**config.mk**
```make
export PLATFORM = sky130hd
export DESIGN_NAME = spi_reg_ctrl
export DESIGN_NICKNAME = d
export VERILOG_FILES = /design/src/rtl/spi_regs_pkg.sv /design/src/rtl/spi_sync_edge.sv /design/src/rtl/spi_reg_ctrl.sv
export SDC_FILE = /design/constraint.sdc
export NUM_CORES = 1
export LEC_CHECK = 0
export BUFFER_PORTS_ARGS = -buffer_cell sky130_fd_sc_hd__buf_2
export CAP_MARGIN = 30
export CORE_MARGIN = 10
export CORE_UTILIZATION = 45
export DETAILED_ROUTE_END_ITERATION = 8
export HOLD_SLACK_MARGIN = 0.02
export PLACE_DENSITY = 0.66
export SYNTH_ARGS = -nofsm -noshare
export SYNTH_HDL_FRONTEND = slang
export SYNTH_HIERARCHICAL = 1
export SYNTH_SLANG_ARGS = --single-unit
```
**constraint.sdc**
```tcl
create_clock -name clk -period 2.93 [get_ports clk]
set_input_delay 0.293 -clock clk [delete_from_list [all_inputs] [get_ports clk]]
set_output_delay 0.293 -clock clk [all_outputs]
set_load 0.005 [all_outputs]
```
**src/rtl/spi_regs_pkg.sv**
```systemverilog
// Shared constants, FSM state type and helpers for the SPI register controller.
package spi_regs_pkg;

  localparam int unsigned FRAME_BITS = 16;
  localparam int unsigned CNT_W      = 5;
  localparam int unsigned CNT_SAT    = 17;
  localparam int unsigned ADDR_W     = 7;

  localparam logic [ADDR_W-1:0] ADDR_LED_LO  = 7'h00;
  localparam logic [ADDR_W-1:0] ADDR_LED_HI  = 7'h01;
  localparam logic [ADDR_W-1:0] ADDR_POUT0   = 7'h02;
  localparam logic [ADDR_W-1:0] ADDR_POUT1   = 7'h03;
  localparam logic [ADDR_W-1:0] ADDR_POUT2   = 7'h04;
  localparam logic [ADDR_W-1:0] ADDR_POE0    = 7'h05;
  localparam logic [ADDR_W-1:0] ADDR_POE1    = 7'h06;
  localparam logic [ADDR_W-1:0] ADDR_POE2    = 7'h07;
  localparam logic [ADDR_W-1:0] ADDR_WDIV_LO = 7'h08;
  localparam logic [ADDR_W-1:0] ADDR_WDIV_HI = 7'h09;
  localparam logic [ADDR_W-1:0] ADDR_CTRL    = 7'h0A;
  localparam logic [ADDR_W-1:0] ADDR_PIN0    = 7'h0B;
  localparam logic [ADDR_W-1:0] ADDR_PIN1    = 7'h0C;
  localparam logic [ADDR_W-1:0] ADDR_PIN2    = 7'h0D;
  localparam logic [ADDR_W-1:0] ADDR_STATUS  = 7'h0E;
  localparam logic [ADDR_W-1:0] ADDR_ID      = 7'h7F;

  localparam logic [7:0]  ID_VALUE     = 8'hA5;
  localparam logic [7:0]  MISO_HDR     = 8'h5A;
  localparam logic [15:0] WAVE_DIV_RST = 16'h0001;

  typedef enum logic [1:0] {
    ST_IDLE   = 2'd0,
    ST_SHIFT  = 2'd1,
    ST_COMMIT = 2'd2
  } state_e;

  // A divider of zero would stall the waveform generator; clamp it to one.
  function automatic logic [15:0] wave_div_fix(input logic [15:0] v);
    return (v == 16'h0000) ? 16'h0001 : v;
  endfunction

endpackage

```
**src/rtl/spi_sync_edge.sv**
```systemverilog
// Two-flop synchronizer for an asynchronous input with registered edge pulses.
module spi_sync_edge #(
  parameter logic RST_VAL = 1'b0
) (
  input  logic clk,
  input  logic rst,
  input  logic d_i,
  output logic q_o,
  output logic rise_o,
  output logic fall_o
);

  logic s1_q, s2_q, rise_q, fall_q;

  // Edge pulses line up with the cycle in which q_o takes its new value.
  always_ff @(posedge clk) begin
    if (rst) begin
      s1_q   <= RST_VAL;
      s2_q   <= RST_VAL;
      rise_q <= 1'b0;
      fall_q <= 1'b0;
    end else begin
      s1_q   <= d_i;
      s2_q   <= s1_q;
      rise_q <= s1_q & ~s2_q;
      fall_q <= ~s1_q & s2_q;
    end
  end

  assign q_o    = s2_q;
  assign rise_o = rise_q;
  assign fall_o = fall_q;

endmodule

```
**src/rtl/spi_reg_ctrl.sv**
```systemverilog
// SPI mode-0 slave decoding 16-bit frames into a small configuration register file.
module spi_reg_ctrl
  import spi_regs_pkg::*;
(
  input  logic        clk,
  input  logic        rst,
  input  logic        sck,
  input  logic        cs_n,
  input  logic        mosi,
  output logic        miso,
  input  logic [23:0] pin_in,
  output logic [15:0] led_data,
  output logic [23:0] pin_out,
  output logic [23:0] pin_oe,
  output logic [15:0] wave_div,
  output logic [1:0]  wave_mode,
  output logic        pdm_en,
  output logic        cfg_strobe,
  output logic        frame_err
);

  logic sck_s, sck_rise, sck_fall;
  logic cs_s, cs_rise, cs_fall;
  logic mosi_s, mosi_rise, mosi_fall;

  spi_sync_edge #(.RST_VAL(1'b0)) u_sync_sck (
    .clk(clk), .rst(rst), .d_i(sck), .q_o(sck_s), .rise_o(sck_rise), .fall_o(sck_fall)
  );
  // cs_n resets to the "selected" level so a frame in flight across reset is not re-entered.
  spi_sync_edge #(.RST_VAL(1'b0)) u_sync_cs (
    .clk(clk), .rst(rst), .d_i(cs_n), .q_o(cs_s), .rise_o(cs_rise), .fall_o(cs_fall)
  );
  spi_sync_edge #(.RST_VAL(1'b0)) u_sync_mosi (
    .clk(clk), .rst(rst), .d_i(mosi), .q_o(mosi_s), .rise_o(mosi_rise), .fall_o(mosi_fall)
  );

  logic unused_sync;
  assign unused_sync = ^{sck_s, cs_s, mosi_rise, mosi_fall};

  state_e                state_q, state_d;
  logic [CNT_W-1:0]      cnt_q, cnt_d;
  logic [FRAME_BITS-1:0] shin_q, shin_d;
  logic [FRAME_BITS-1:0] shout_q, shout_d;
  logic [7:0]            rdbuf_q, rdbuf_d;
  logic [15:0]           led_q, led_d;
  logic [23:0]           pout_q, pout_d;
  logic [23:0]           poe_q, poe_d;
  logic [15:0]           wdiv_q, wdiv_d;
  logic [1:0]            wmode_q, wmode_d;
  logic                  pdm_q, pdm_d;
  logic                  strobe_q, strobe_d;
  logic                  ferr_q, ferr_d;
  logic                  miso_q, miso_d;

  logic [ADDR_W-1:0]     fr_addr;
  logic [7:0]            fr_data;
  logic [7:0]            rd_val;

  assign fr_addr = shin_q[14:8];
  assign fr_data = shin_q[7:0];

  // Read-back value for the address held in the completed frame.
  always_comb begin
    rd_val = 8'h00;
    case (fr_addr)
      ADDR_LED_LO:  rd_val = led_q[7:0];
      ADDR_LED_HI:  rd_val = led_q[15:8];
      ADDR_POUT0:   rd_val = pout_q[7:0];
      ADDR_POUT1:   rd_val = pout_q[15:8];
      ADDR_POUT2:   rd_val = pout_q[23:16];
      ADDR_POE0:    rd_val = poe_q[7:0];
      ADDR_POE1:    rd_val = poe_q[15:8];
      ADDR_POE2:    rd_val = poe_q[23:16];
      ADDR_WDIV_LO: rd_val = wdiv_q[7:0];
      ADDR_WDIV_HI: rd_val = wdiv_q[15:8];
      ADDR_CTRL:    rd_val = {5'b0, pdm_q, wmode_q};
      ADDR_PIN0:    rd_val = pin_in[7:0];
      ADDR_PIN1:    rd_val = pin_in[15:8];
      ADDR_PIN2:    rd_val = pin_in[23:16];
      ADDR_STATUS:  rd_val = {ferr_q, 7'b0};
      ADDR_ID:      rd_val = ID_VALUE;
      default:      rd_val = 8'h00;
    endcase
  end

  always_comb begin
    state_d  = state_q;
    cnt_d    = cnt_q;
    shin_d   = shin_q;
    shout_d  = shout_q;
    rdbuf_d  = rdbuf_q;
    led_d    = led_q;
    pout_d   = pout_q;
    poe_d    = poe_q;
    wdiv_d   = wdiv_q;
    wmode_d  = wmode_q;
    pdm_d    = pdm_q;
    strobe_d = 1'b0;
    ferr_d   = ferr_q;

    case (state_q)
      ST_IDLE: begin
        if (cs_fall) begin
          state_d = ST_SHIFT;
          cnt_d   = '0;
          shout_d = {MISO_HDR, rdbuf_q};
        end
      end
      ST_SHIFT: begin
        // Same-cycle sck edge is folded in before the frame is handed to COMMIT.
        if (sck_rise) begin
          shin_d = {shin_q[FRAME_BITS-2:0], mosi_s};
          if (cnt_q != CNT_W'(CNT_SAT)) cnt_d = cnt_q + CNT_W'(1);
        end
        if (sck_fall && (cnt_q != '0)) shout_d = {shout_q[FRAME_BITS-2:0], 1'b0};
        if (cs_rise) state_d = ST_COMMIT;
      end
      ST_COMMIT: begin
        state_d = ST_IDLE;
        if (cnt_q != CNT_W'(FRAME_BITS)) begin
          ferr_d = 1'b1;
        end else if (!shin_q[15]) begin
          rdbuf_d = rd_val;
        end else begin
          strobe_d = 1'b1;
          case (fr_addr)
            ADDR_LED_LO:  led_d[7:0]    = fr_data;
            ADDR_LED_HI:  led_d[15:8]   = fr_data;
            ADDR_POUT0:   pout_d[7:0]   = fr_data;
            ADDR_POUT1:   pout_d[15:8]  = fr_data;
            ADDR_POUT2:   pout_d[23:16] = fr_data;
            ADDR_POE0:    poe_d[7:0]    = fr_data;
            ADDR_POE1:    poe_d[15:8]   = fr_data;
            ADDR_POE2:    poe_d[23:16]  = fr_data;
            ADDR_WDIV_LO: wdiv_d = wave_div_fix({wdiv_q[15:8], fr_data});
            ADDR_WDIV_HI: wdiv_d = wave_div_fix({fr_data, wdiv_q[7:0]});
            ADDR_CTRL: begin
              pdm_d   = fr_data[2];
              wmode_d = fr_data[1:0];
            end
            ADDR_STATUS:  if (fr_data[7]) ferr_d = 1'b0;
            default:      strobe_d = 1'b0;
          endcase
        end
      end
      default: state_d = ST_IDLE;
    endcase

    miso_d = (state_d == ST_SHIFT) ? shout_d[FRAME_BITS-1] : 1'b0;
  end

  always_ff @(posedge clk) begin
    if (rst) begin
      state_q  <= ST_IDLE;
      cnt_q    <= '0;
      shin_q   <= '0;
      shout_q  <= '0;
      rdbuf_q  <= 8'h00;
      led_q    <= '0;
      pout_q   <= '0;
      poe_q    <= '0;
      wdiv_q   <= WAVE_DIV_RST;
      wmode_q  <= '0;
      pdm_q    <= 1'b0;
      strobe_q <= 1'b0;
      ferr_q   <= 1'b0;
      miso_q   <= 1'b0;
    end else begin
      state_q  <= state_d;
      cnt_q    <= cnt_d;
      shin_q   <= shin_d;
      shout_q  <= shout_d;
      rdbuf_q  <= rdbuf_d;
      led_q    <= led_d;
      pout_q   <= pout_d;
      poe_q    <= poe_d;
      wdiv_q   <= wdiv_d;
      wmode_q  <= wmode_d;
      pdm_q    <= pdm_d;
      strobe_q <= strobe_d;
      ferr_q   <= ferr_d;
      miso_q   <= miso_d;
    end
  end

  assign miso       = miso_q;
  assign led_data   = led_q;
  assign pin_out    = pout_q;
  assign pin_oe     = poe_q;
  assign wave_div   = wdiv_q;
  assign wave_mode  = wmode_q;
  assign pdm_en     = pdm_q;
  assign cfg_strobe = strobe_q;
  assign frame_err  = ferr_q;

endmodule

```
# Word-level counts from Yosys, hierarchy flattened
# Index checks and enable logic that the tools add are counted.
classes:
  addsub: 1
  eq_ne: 26
  mux: 19
  n_bitwise: 12
  n_reduce_logical: 30
ops:
  columns: ["cell", "count"]
  rows:
  - ["one-hot mux 8 bit (16 select lines)", 1]
  - ["2-to-1 mux 16 bit", 4]
  - ["one-hot mux 16 bit (2 select lines)", 2]
  - ["equality test 7 x 4 -> 1 bit, second input constant", 7]
  - ["AND reduction 4 bit", 11]
  - ["zero test 16 bit", 2]
  - ["equality test 7 x 3 -> 1 bit, second input constant", 4]
  - ["2-to-1 mux 5 bit", 3]
  - ["equality test 7 x 2 -> 1 bit, second input constant", 2]
  - ["OR reduction 12 bit", 1]
  - ["!= test 5 bit, second input constant", 2]
  - ["one-hot mux 5 bit (2 select lines)", 1]
  - ["AND reduction 5 bit", 2]
  - ["nonzero test 2 bit", 5]
  - ["!= test 2 bit, second input constant", 4]
  - ["inverter 1 bit", 8]
  - ["equality test 7 x 1 -> 1 bit, second input constant", 1]
  - ["equality test 7 bit, second input constant", 1]
  - ["zero test 7 bit", 1]
  - ["AND reduction 3 bit", 2]
  - ["adder 5 x 1 -> 5 bit, second input constant", 1]
  - ["2-to-1 mux 1 bit", 5]
  - ["nonzero test 5 bit", 1]
  - ["bitwise AND 1 bit", 4]
  - ["other kinds (10)", 13]
totals:
  reg_bits: 143
  inputBits: 29
  out_inout_bits: 86

# Longest topological paths before layout
# Gate-level depths: netlist (run 1).
depth:
  depth_word: 5
  depth_mapped: 8
  depth_no_buf: 7

# By module
# Netlist (run 1), hierarchy kept.
modules_own_cells:
  columns: ["mod", "instances", "cells_each", "area_each_um2", "seq_area_each_um2"]
  rows:
  - ["spi_reg_ctrl", 1, 766, 6152.2, 2662.6]
  - ["spi_sync_edge", 3, 8, 117.6, 80.1]

# Worst setup path before layout (run 1)
# Ideal clock, no wire load.
synth_path:
  kind: "reg-to-reg"
  from: "register cnt_q[0]"
  to: "register wdiv_q[1] (netlist: wave_div[1])"
  setup_time_ns: 0.117
  arrival_time_ns: 1.655
  required_time_ns: 2.813
  slack_ns: 1.159
  path_stages_with_launch: 9
  path_buffers: 1
  cell_sequence: "dfxtp_1 > inv_1 > ha_1 > and4bb_1 > buf_2 > nand4_4 > a211oi_4 > nor2_2 > a22o_1"
synth_between:
  elab_chain_cells: 3
synth_rtl:
  columns: ["item", "line_no", "text"]
  rows:
  - ["from (decl)", "spi_reg_ctrl.sv:41", "logic [CNT_W-1:0] cnt_q, cnt_d;"]
  - ["from (signal assigned)", "spi_reg_ctrl.sv:170", "cnt_q <= cnt_d;"]
  - ["!= test 5 bit", "spi_reg_ctrl.sv:120", "if (cnt_q != CNT_W'(FRAME_BITS)) begin"]
  - ["inverter 1 bit (no line)", null, null]
  - ["AND reduction 5 bit (no line)", null, null]
  - ["to (signal assigned)", "spi_reg_ctrl.sv:177", "wdiv_q <= wdiv_d;"]
  - ["to (decl)", "spi_reg_ctrl.sv:48", "logic [15:0] wdiv_q, wdiv_d;"]
# No other way between the ends.
# A chain may end at the register's enable or synchronous reset.

# Final worst setup path (run 1)
layout_path:
  from: "register shin_q[1]"
  to: "register wdiv_q[3] (netlist: wave_div[3])"
layout_between:
  elab_chain_cells: 3
  elab_cells_between_ends: 6
  cone_classes: "eq/ne: 1; mux: 2; reduce/logical: 3"
layout_rtl:
  columns: ["item", "line_no", "text"]
  rows:
  - ["from (decl)", "spi_reg_ctrl.sv:42", "logic [FRAME_BITS-1:0] shin_q, shin_d;"]
  - ["from (signal assigned)", "spi_reg_ctrl.sv:171", "shin_q <= shin_d;"]
  - ["zero test 16 bit", "spi_regs_pkg.sv:38", "return (v == 16'h0000) ? 16'h0001 : v;"]
  - ["!= test 2 bit (no line) / 2-to-1 mux 16 bit (equally long branches)", null, null]
  - ["AND reduction 5 bit (no line) / one-hot mux 16 bit (2 select lines) (equally long branches)", null, null]
# Parallel ways exist; a longest one is shown, timed or not. The select of a mux whose other input is x is not followed.

==> flow_summary_export.csv, run 1 <==
group,metric,value,unit
timing,fin_hold_ws,0.0780,ns
die,die_height,140,µm
die,rows,43,
route,drt-pass1-iter-count,6,
clocking,cts_tree,"done",
timing,setup_violations,0,
placement,portBuffers,114,
clocking,clock_latency,0.42,ns
synthesis,syn_area,6440,µm²
placement,hpwl,16.8,mm
pwr,peakVddDrop,0.000459,V
synthesis,syn_area_per_cell,8.19,µm²
synthesis,yosysWarningCount,6,
final_layout,drive_above_1_share,21.7,%
grt,antenna_found_initial,0,
grt,grt_pass1_wl,36.3,mm
critical_path,critPathKind,"flip-flop to flip-flop",
grt,overflow,0,
pwr,powerDensity,534,nW/µm²
timing,maxSlewViolCount,0,
critical_path,cp-start-kind,"flip-flop",
grt,grt_max_degree,75,
timing,fin_crit_sh,81.6,%
die,pin_count,115,
timing,rsz0062_at_grt,"no",
placement,gp_congestion,1.02,
route,drc,0,
critical_path,worstPathArrival,2.70,ns
synthesis,synthCells,786,
timing,relSlewSlack,37.5,%
critical_path,end_kind,"flip-flop",
timing,tns,0,ns
synthesis,synth_nets,818,
hold_path,holdCritPathClass,"input pin to flip-flop",
clocking,post_cts_buffers,0,
outcome,status,"finished clean",
timing,final_hold_viol_count,0,
final_layout,area_growth,20.1,%
critical_path,path_max_fanout,6,
placement,dp_worst_setup_slack,0.615,ns
final_layout,post-route-util,55.5,%
clocking,cts_buffers,17,
final_layout,nets,917,
route,via_count,6458,
pwr,leakage,2.95,nW
timing,fin_crit,2.39,ns
flow_run,drv_cap,0,
die,fp.dieArea,19500,µm²
timing,tightest_slew,0.928,ns
route,wl,23.5,mm
route,wl_per_cell,21.9,µm
clocking,cts_root_buf,"clkbuf_16",
route,drt-vias-per-instance,6.01,
die,core_area,13900,µm²
die,start_util,46.2,%
clocking,htree_num_levels,4,
grt,first_global_vias,6003,
route,ant_nets,0,
final_layout,diodes,0,
clocking,hold_buffers,0,
die,die_x,140,µm
clocking,post_cts_resized,0,
timing,worst_slack,0.539,ns
timing,fmax,418,MHz
timing,fin_worst_skew,0.00571,ns
clocking,path_clk_slew,0.05,ns
clocking,clk_path_buf_depth,2,
clocking,cts.sink_count,143,
route,first_iter_violations,769,
critical_path,required,3.24,ns
grt,grt_usage,23.4,%
## through the flow
stage | total power (W) | cells | area, µm²
after global placement | 0.00208 | 1046 | 7170
after global routing | 0.00424 | 1075 | 7740
after detailed placement | 0.00208 | 1046 | 7170
final | 0.00413 | 1075 | 7740
after floorplan | 0.00204 | 786 | 6440
after CTS | 0.00415 | 1075 | 7740
## layout make-up
cell class | instances | area [µm²]
inverters | 6 | 22.5
fillers | 1361 | 6200
multi-input cells | 578 | 3300
repair buffers | 139 | 761
flip-flops and latches | 143 | 2860
clock inverters | 6 | 85.1
well taps | 180 | 225
clock buffers | 23 | 478
## where the power goes
part	internal [W]	switching [W]	total [W]	leakage (nW)
combinational	0.0000270	0.0000532	0.0000802	1.53
clock	0.00130	0.000793	0.00209	0.271
sequential	0.00195	0.00000548	0.00196	1.15
## cell usage in the layout, fill, tap and decap left out, types with 4 or more instances in the layout
cell / count
a21oi_1: 103
a221oi_1: 5
a22o_1: 15
a22oi_1: 19
a31oi_1: 6
a32oi_1: 9
and2_1: 4
and3_1: 4
and3b_1: 6
buf_2: 113
buf_4: 26
clkbuf_16: 17
dfxtp_1: 142
inv_1: 5
mux2_2: 10
mux2i_1: 10
nand2_1: 198
nand2b_1: 4
nand3_1: 25
nand4_1: 10
nor2_1: 25
nor2b_1: 15
nor3_1: 13
nor3_2: 4
nor3b_2: 4
nor4_1: 9
o21ai_0: 21
o22ai_1: 4
## path summary, 6_finish.rpt
kind         slack, ns                end      startpoint  cells past startpoint
max               0.54        wave_div[3]       shin_q[1]                      5
min               0.08     u_sync_cs/s1_q            cs_n                      2
max reg2reg       0.54        wave_div[3]       shin_q[1]                      5
min reg2reg       0.42  u_sync_sck/rise_o  u_sync_sck/q_o                      1
## routing by layer
metal,track usage (%),routed length [µm],up-vias
met3,7.04,2270,54
met2,32.3,9940,341
li1,-,-,2993
met4,9.13,653,0
met1,33.2,10700,3070
met5,0,0,-
## flip-flops by register name, indices dropped and copies added (netlist names), 2 cells and up
name,count
wave_div,16
shout_q,16
rdbuf_q,8
led_data,16
state_q,2
pin_oe,24
pin_out,24
wave_mode,2
cnt_q,5
shin_q,16
## critical path, cell delays in order (launching register included)
cell and delay [ns]:
dfxtp_1 0.32, nor4_1 0.80, nand4_1 0.32, a211oi_4 0.43, nor2_2 0.13, a22o_1 0.28
Power figures use the tool's default switching activity.
==> inputs of run 2 (changes only) <==
==> constraint.sdc (replaced) <==
create_clock -name clk -period 2.4 [get_ports clk]
set_input_delay 0.24 -clock clk [delete_from_list [all_inputs] [get_ports clk]]
set_output_delay 0.24 -clock clk [all_outputs]
set_load 0.005 [all_outputs]
==> run 2 against run 1 <==
Compared with the run above:
- critical path depth grew 2
- non-clock buffer count is 16 higher
- highest routed layer unchanged
- clock skew is 0.0022 ns higher
- global-route usage increased by 0.25 points
- die area did not move
- sequential share of layout area is 0.61 points lower
- count of clock-buffer cells in the layout is 2 lower
==> flow_summary_export.csv, run 2 (synthesized netlist as in run 1, its figures left out) <==
group,metric,value,unit
timing,tns,0,ns
die,rows,43,
timing,fin_worst_skew,0.00793,ns
outcome,status,"finished clean",
placement,dp_worst_setup_slack,0.243,ns
critical_path,r2r-end,"wave_div[6]",
critical_path,critPathCapture,"wave_div[6]",
grt,overflow,0,
final_layout,fillers,1321,
pwr,leakage,3.04,nW
timing,fmax,455,MHz
grt,grt_max_degree,64,
route,wl_per_cell,22.1,µm
hold_path,holdCritPathClass,"input pin to flip-flop",
critical_path,path_max_fanout,9,
clocking,clock_latency,0.42,ns
grt,first_global_vias,6024,
clocking,cts_tree,"done",
timing,maxSlewViolCount,0,
die,die_x,140,µm
final_layout,nets,933,
final_layout,diodes,0,
final_layout,drive_above_1_share,22.8,%
clocking,hold_buffers,2,
route,drt-vias-per-instance,5.95,
die,die_height,140,µm
clocking,post_cts_resized,0,
critical_path,r2r_setup_slack,0.20,ns
route,first_iter_violations,847,
timing,worst_slack,0.202,ns
placement,hpwl,17.1,mm
timing,fin_crit,2.20,ns
clocking,cts_buffers,17,
grt,grt_pass1_wl,36.5,mm
final_layout,final_cell_mix,"198 x nand2_1, 142 x dfxtp_1, 113 x buf_2",
timing,setup_violations,0,
clocking,cts_root_buf,"clkbuf_16",
die,start_util,46.2,%
route,wl,24.1,mm
timing,final_hold_viol_count,0,
route,drc,0,
timing,rsz0062_at_grt,"no",
grt,antenna_found_initial,0,
clocking,post_cts_buffers,0,
pwr,powerDensity,634,nW/µm²
critical_path,cp-start-kind,"flip-flop",
final_layout,layout_commonest_cell,"nand2_1",
placement,gp_congestion,1.02,
timing,relSlewSlack,48.8,%
die,pin_count,115,
die,fp.dieArea,19500,µm²
critical_path,reg2reg_from,"cnt_q[0]",
critical_path,ff2ff_path_depth,7,
final_layout,area_growth,22.2,%
route,via_count,6489,
route,ant_nets,0,
clocking,clk_path_buf_depth,2,
clocking,path_clk_slew,0.06,ns
clocking,cts.sink_count,143,
clocking,htree_num_levels,4,
critical_path,worstPathArrival,2.51,ns
critical_path,crit_start,"cnt_q[0]",
placement,portBuffers,114,
critical_path,end_kind,"flip-flop",
timing,tightest_slew,0.768,ns
critical_path,required,2.71,ns
die,core_area,13900,µm²
route,drt-pass1-iter-count,5,
critical_path,critPathKind,"flip-flop to flip-flop",
grt,grt_usage,23.7,%
timing,fin_hold_ws,0.0265,ns
flow_run,drv_cap,0,
pwr,peakVddDrop,0.000505,V
timing,fin_crit_sh,91.6,%
## run 2: worst min-delay path by stage
stage	startpoint	to	slack [ns]	cells after the start
after floorplan	rst	u_sync_cs/fall_o	0.31	1
after global placement	u_sync_sck/q_o	u_sync_sck/rise_o	0.41	1
after detailed placement	u_sync_sck/q_o	u_sync_sck/rise_o	0.42	1
after CTS	cs_n	u_sync_cs/s1_q	0.02	2
after global routing	cs_n	u_sync_cs/s1_q	0.06	2
final	cs_n	u_sync_cs/s1_q	0.03	2
## run 2: report_power, final
part | leakage (nW) | internal, W | switching, W | total [W]
logic | 1.62 | 0.0000378 | 0.0000670 | 0.000105
registers | 1.15 | 0.00238 | 0.00000681 | 0.00239
clock network | 0.268 | 0.00153 | 0.000965 | 0.00249
## run 2: area by class of cell
class | count | area, µm² | area share, %
clock buffer | 21 | 450 | 5.73
clock inverter | 8 | 92.6 | 1.18
inverter | 6 | 22.5 | 0.286
multi-input combinational | 578 | 3300 | 42.0
sequential | 143 | 2860 | 36.4
tap | 180 | 225 | 2.86
timing repair buffer | 155 | 911 | 11.6
## run 2: critical path, stage by stage, from the launching register on
cell      delay [ns]
dfxtp_1         0.35
inv_1           0.07
ha_1            0.16
and4bb_1        0.50
nand4_4         0.25
a211oi_4        0.36
nor2_2          0.12
a22o_1          0.26
## run 2: layer usage
| metal | part of all wire, % | global-route usage, % | up-vias | wire [µm] |
|---|---|---|---|---|
| met4 | 2.9 | 8.59 | 0 | 701 |
| met5 | 0 | 0 | - | 0 |
| li1 | - | - | 3029 | - |
| met3 | 11 | 6.81 | 49 | 2660 |
| met1 | 43 | 32.8 | 3065 | 10500 |
| met2 | 43 | 34.1 | 346 | 10300 |
## run 2: per-stage QoR
stage / power (W) / area (µm²) / util (%) / std cells
finish: 0.00499 / 7870 / 56.5 / 1091
global route: 0.00512 / 7870 / 56.5 / 1091
CTS: 0.00502 / 7870 / 56.5 / 1091
detailed placement: 0.00254 / 7300 / 52.4 / 1060
global placement: 0.00254 / 7300 / 52.4 / 1060
floorplan: 0.00249 / 6440 / - / 786
==> inputs of run 3 (changes only) <==
--- a/config.mk
+++ b/config.mk
@@ -12,6 +12,7 @@
 export DETAILED_ROUTE_END_ITERATION = 8
 export HOLD_SLACK_MARGIN = 0.02
 export PLACE_DENSITY = 0.66
+export REMOVE_ABC_BUFFERS = 1
 export SYNTH_ARGS = -nofsm -noshare
 export SYNTH_HDL_FRONTEND = slang
 export SYNTH_HIERARCHICAL = 1
==> run 3 against run 2 <==
Compared with the run above:
- highest routed layer unchanged
- clock skew about the same
- critical endpoint is now wave_div[11]
- critical path type unchanged
- sequential cell count unchanged
- count of clock-buffer cells in the layout shrank 2
- die area unchanged
==> flow_summary_export.csv, run 3 (synthesized netlist as in run 1, its figures left out) <==
group,metric,value,unit
timing,relSlewSlack,55.9,%
critical_path,path_max_fanout,9,
die,die_height,140,µm
clocking,cts.sink_count,143,
clocking,htree_num_levels,4,
die,die_x,140,µm
critical_path,required,2.71,ns
timing,setup_violations,0,
placement,hpwl,16.5,mm
timing,fin_worst_skew,0.00828,ns
route,drt-pass1-iter-count,5,
critical_path,cpLargestDelayFamily,"simple AND/OR/NAND/NOR gates",
clocking,hold_buffers,3,
timing,final_hold_viol_count,0,
route,drc,0,
outcome,status,"finished clean",
placement,dp_worst_setup_slack,0.233,ns
final_layout,drive_above_1_share,23.8,%
grt,overflow,0,
critical_path,crit_slowest_cell,"and4bb_1",
critical_path,worstPathCellList,"inv_1 -> ha_1 -> and4bb_1 -> nand4_4 -> a211oi_1 -> nor2_1 -> a22o_1",
critical_path,end_kind,"flip-flop",
die,rows,43,
critical_path,critPathKind,"flip-flop to flip-flop",
route,ant_nets,0,
critical_path,worstPathArrival,2.52,ns
route,via_count,6489,
final_layout,area_growth,24.2,%
die,fp.dieArea,19500,µm²
clocking,post_cts_buffers,0,
clocking,clock_latency,0.42,ns
timing,rsz0062_at_grt,"no",
flow_run,drv_cap,0,
pwr,powerDensity,645,nW/µm²
die,start_util,46.2,%
clocking,cts_tree,"done",
clocking,path_clk_slew,0.06,ns
final_layout,diodes,0,
route,first_iter_violations,826,
timing,tightest_slew,0.645,ns
grt,first_global_vias,6067,
route,drt-vias-per-instance,5.88,
grt,grt_usage,22.8,%
grt,grt_pass1_wl,35.6,mm
hold_path,holdCritPathClass,"input pin to flip-flop",
grt,grt_max_degree,77,
pwr,peakVddDrop,0.000432,V
route,wl_per_cell,20.9,µm
placement,portBuffers,114,
die,core_area,13900,µm²
critical_path,cp-start-kind,"flip-flop",
final_layout,post-route-util,57.4,%
critical_path,critPathBufInv,1,
clocking,post_cts_resized,0,
clocking,clk_path_buf_depth,2,
clocking,cts_root_buf,"clkbuf_16",
placement,gp_congestion,1.01,
timing,fmax,452,MHz
final_layout,final_cell_mix,"198 x nand2_1, 143 x dfxtp_1, 113 x buf_2",
route,wl,23.1,mm
critical_path,slowest_delay,0.51,ns
clocking,cts_buffers,17,
pwr,leakage,3.10,nW
timing,worst_slack,0.187,ns
die,pin_count,115,
timing,fin_crit_sh,92.2,%
grt,antenna_found_initial,0,
timing,maxSlewViolCount,0,
timing,fin_crit,2.21,ns
final_layout,nets,943,
final_layout,layout_commonest_cell,"nand2_1",
==> run 3: changes by cell type in the layout (fill, tap and decap cells not counted), moves of 2 or more <==
cell / delta
clkinvlp_4: +2
clkinv_4: +2
buf_4: +9
clkinv_2: -2
inv_6: +2
==> run 3: worst paths after layout <==
check	startpoint	endpoint	slack (ns)	cells past startpoint
worst max-delay path	cnt_q[1]	wave_div[11]	0.19	7
worst min register to register	u_sync_sck/q_o	u_sync_sck/rise_o	0.42	1
worst max register to register	cnt_q[1]	wave_div[11]	0.19	7
worst min-delay path	rst	u_sync_cs/s1_q	0.29	2
==> run 3: where the power goes <==
| part | internal, W | switching [W] | total [W] |
|---|---|---|---|
| registers | 0.00238 | 0.00000650 | 0.00239 |
| clock network | 0.00164 | 0.00103 | 0.00266 |
| logic | 0.0000394 | 0.0000643 | 0.000104 |
==> run 3: metrics by stage <==
stage	cells	hold WS [ns]	total power, W	TNS, ns	area, µm²
after floorplan	727	0.309	0.00247	-1.36	6190
after global placement	1069	0.409	0.00254	0	7370
after detailed placement	1069	0.420	0.00254	0	7370
after CTS	1104	0.293	0.00519	0	8000
after global routing	1104	0.314	0.00530	0	8000
final	1104	0.293	0.00516	0	8000
==> run 3: cell type report <==
cell class              count  area, µm²
well taps                 180        225
multi-input cells         578       3300
fillers                  1293       5940
flip-flops and latches    143       2860
inverters                   6       22.5
clock inverters            13        163
clock buffers              19        433
repair buffers            165        988
==> run 3: metal layers <==
layer,GRT usage [%],part of all wire (%),vias up
met2,32.4,43,336
met4,9.24,3.2,0
met3,7.52,11,51
li1,-,-,3050
met5,0,0,-
met1,31.0,43,3052
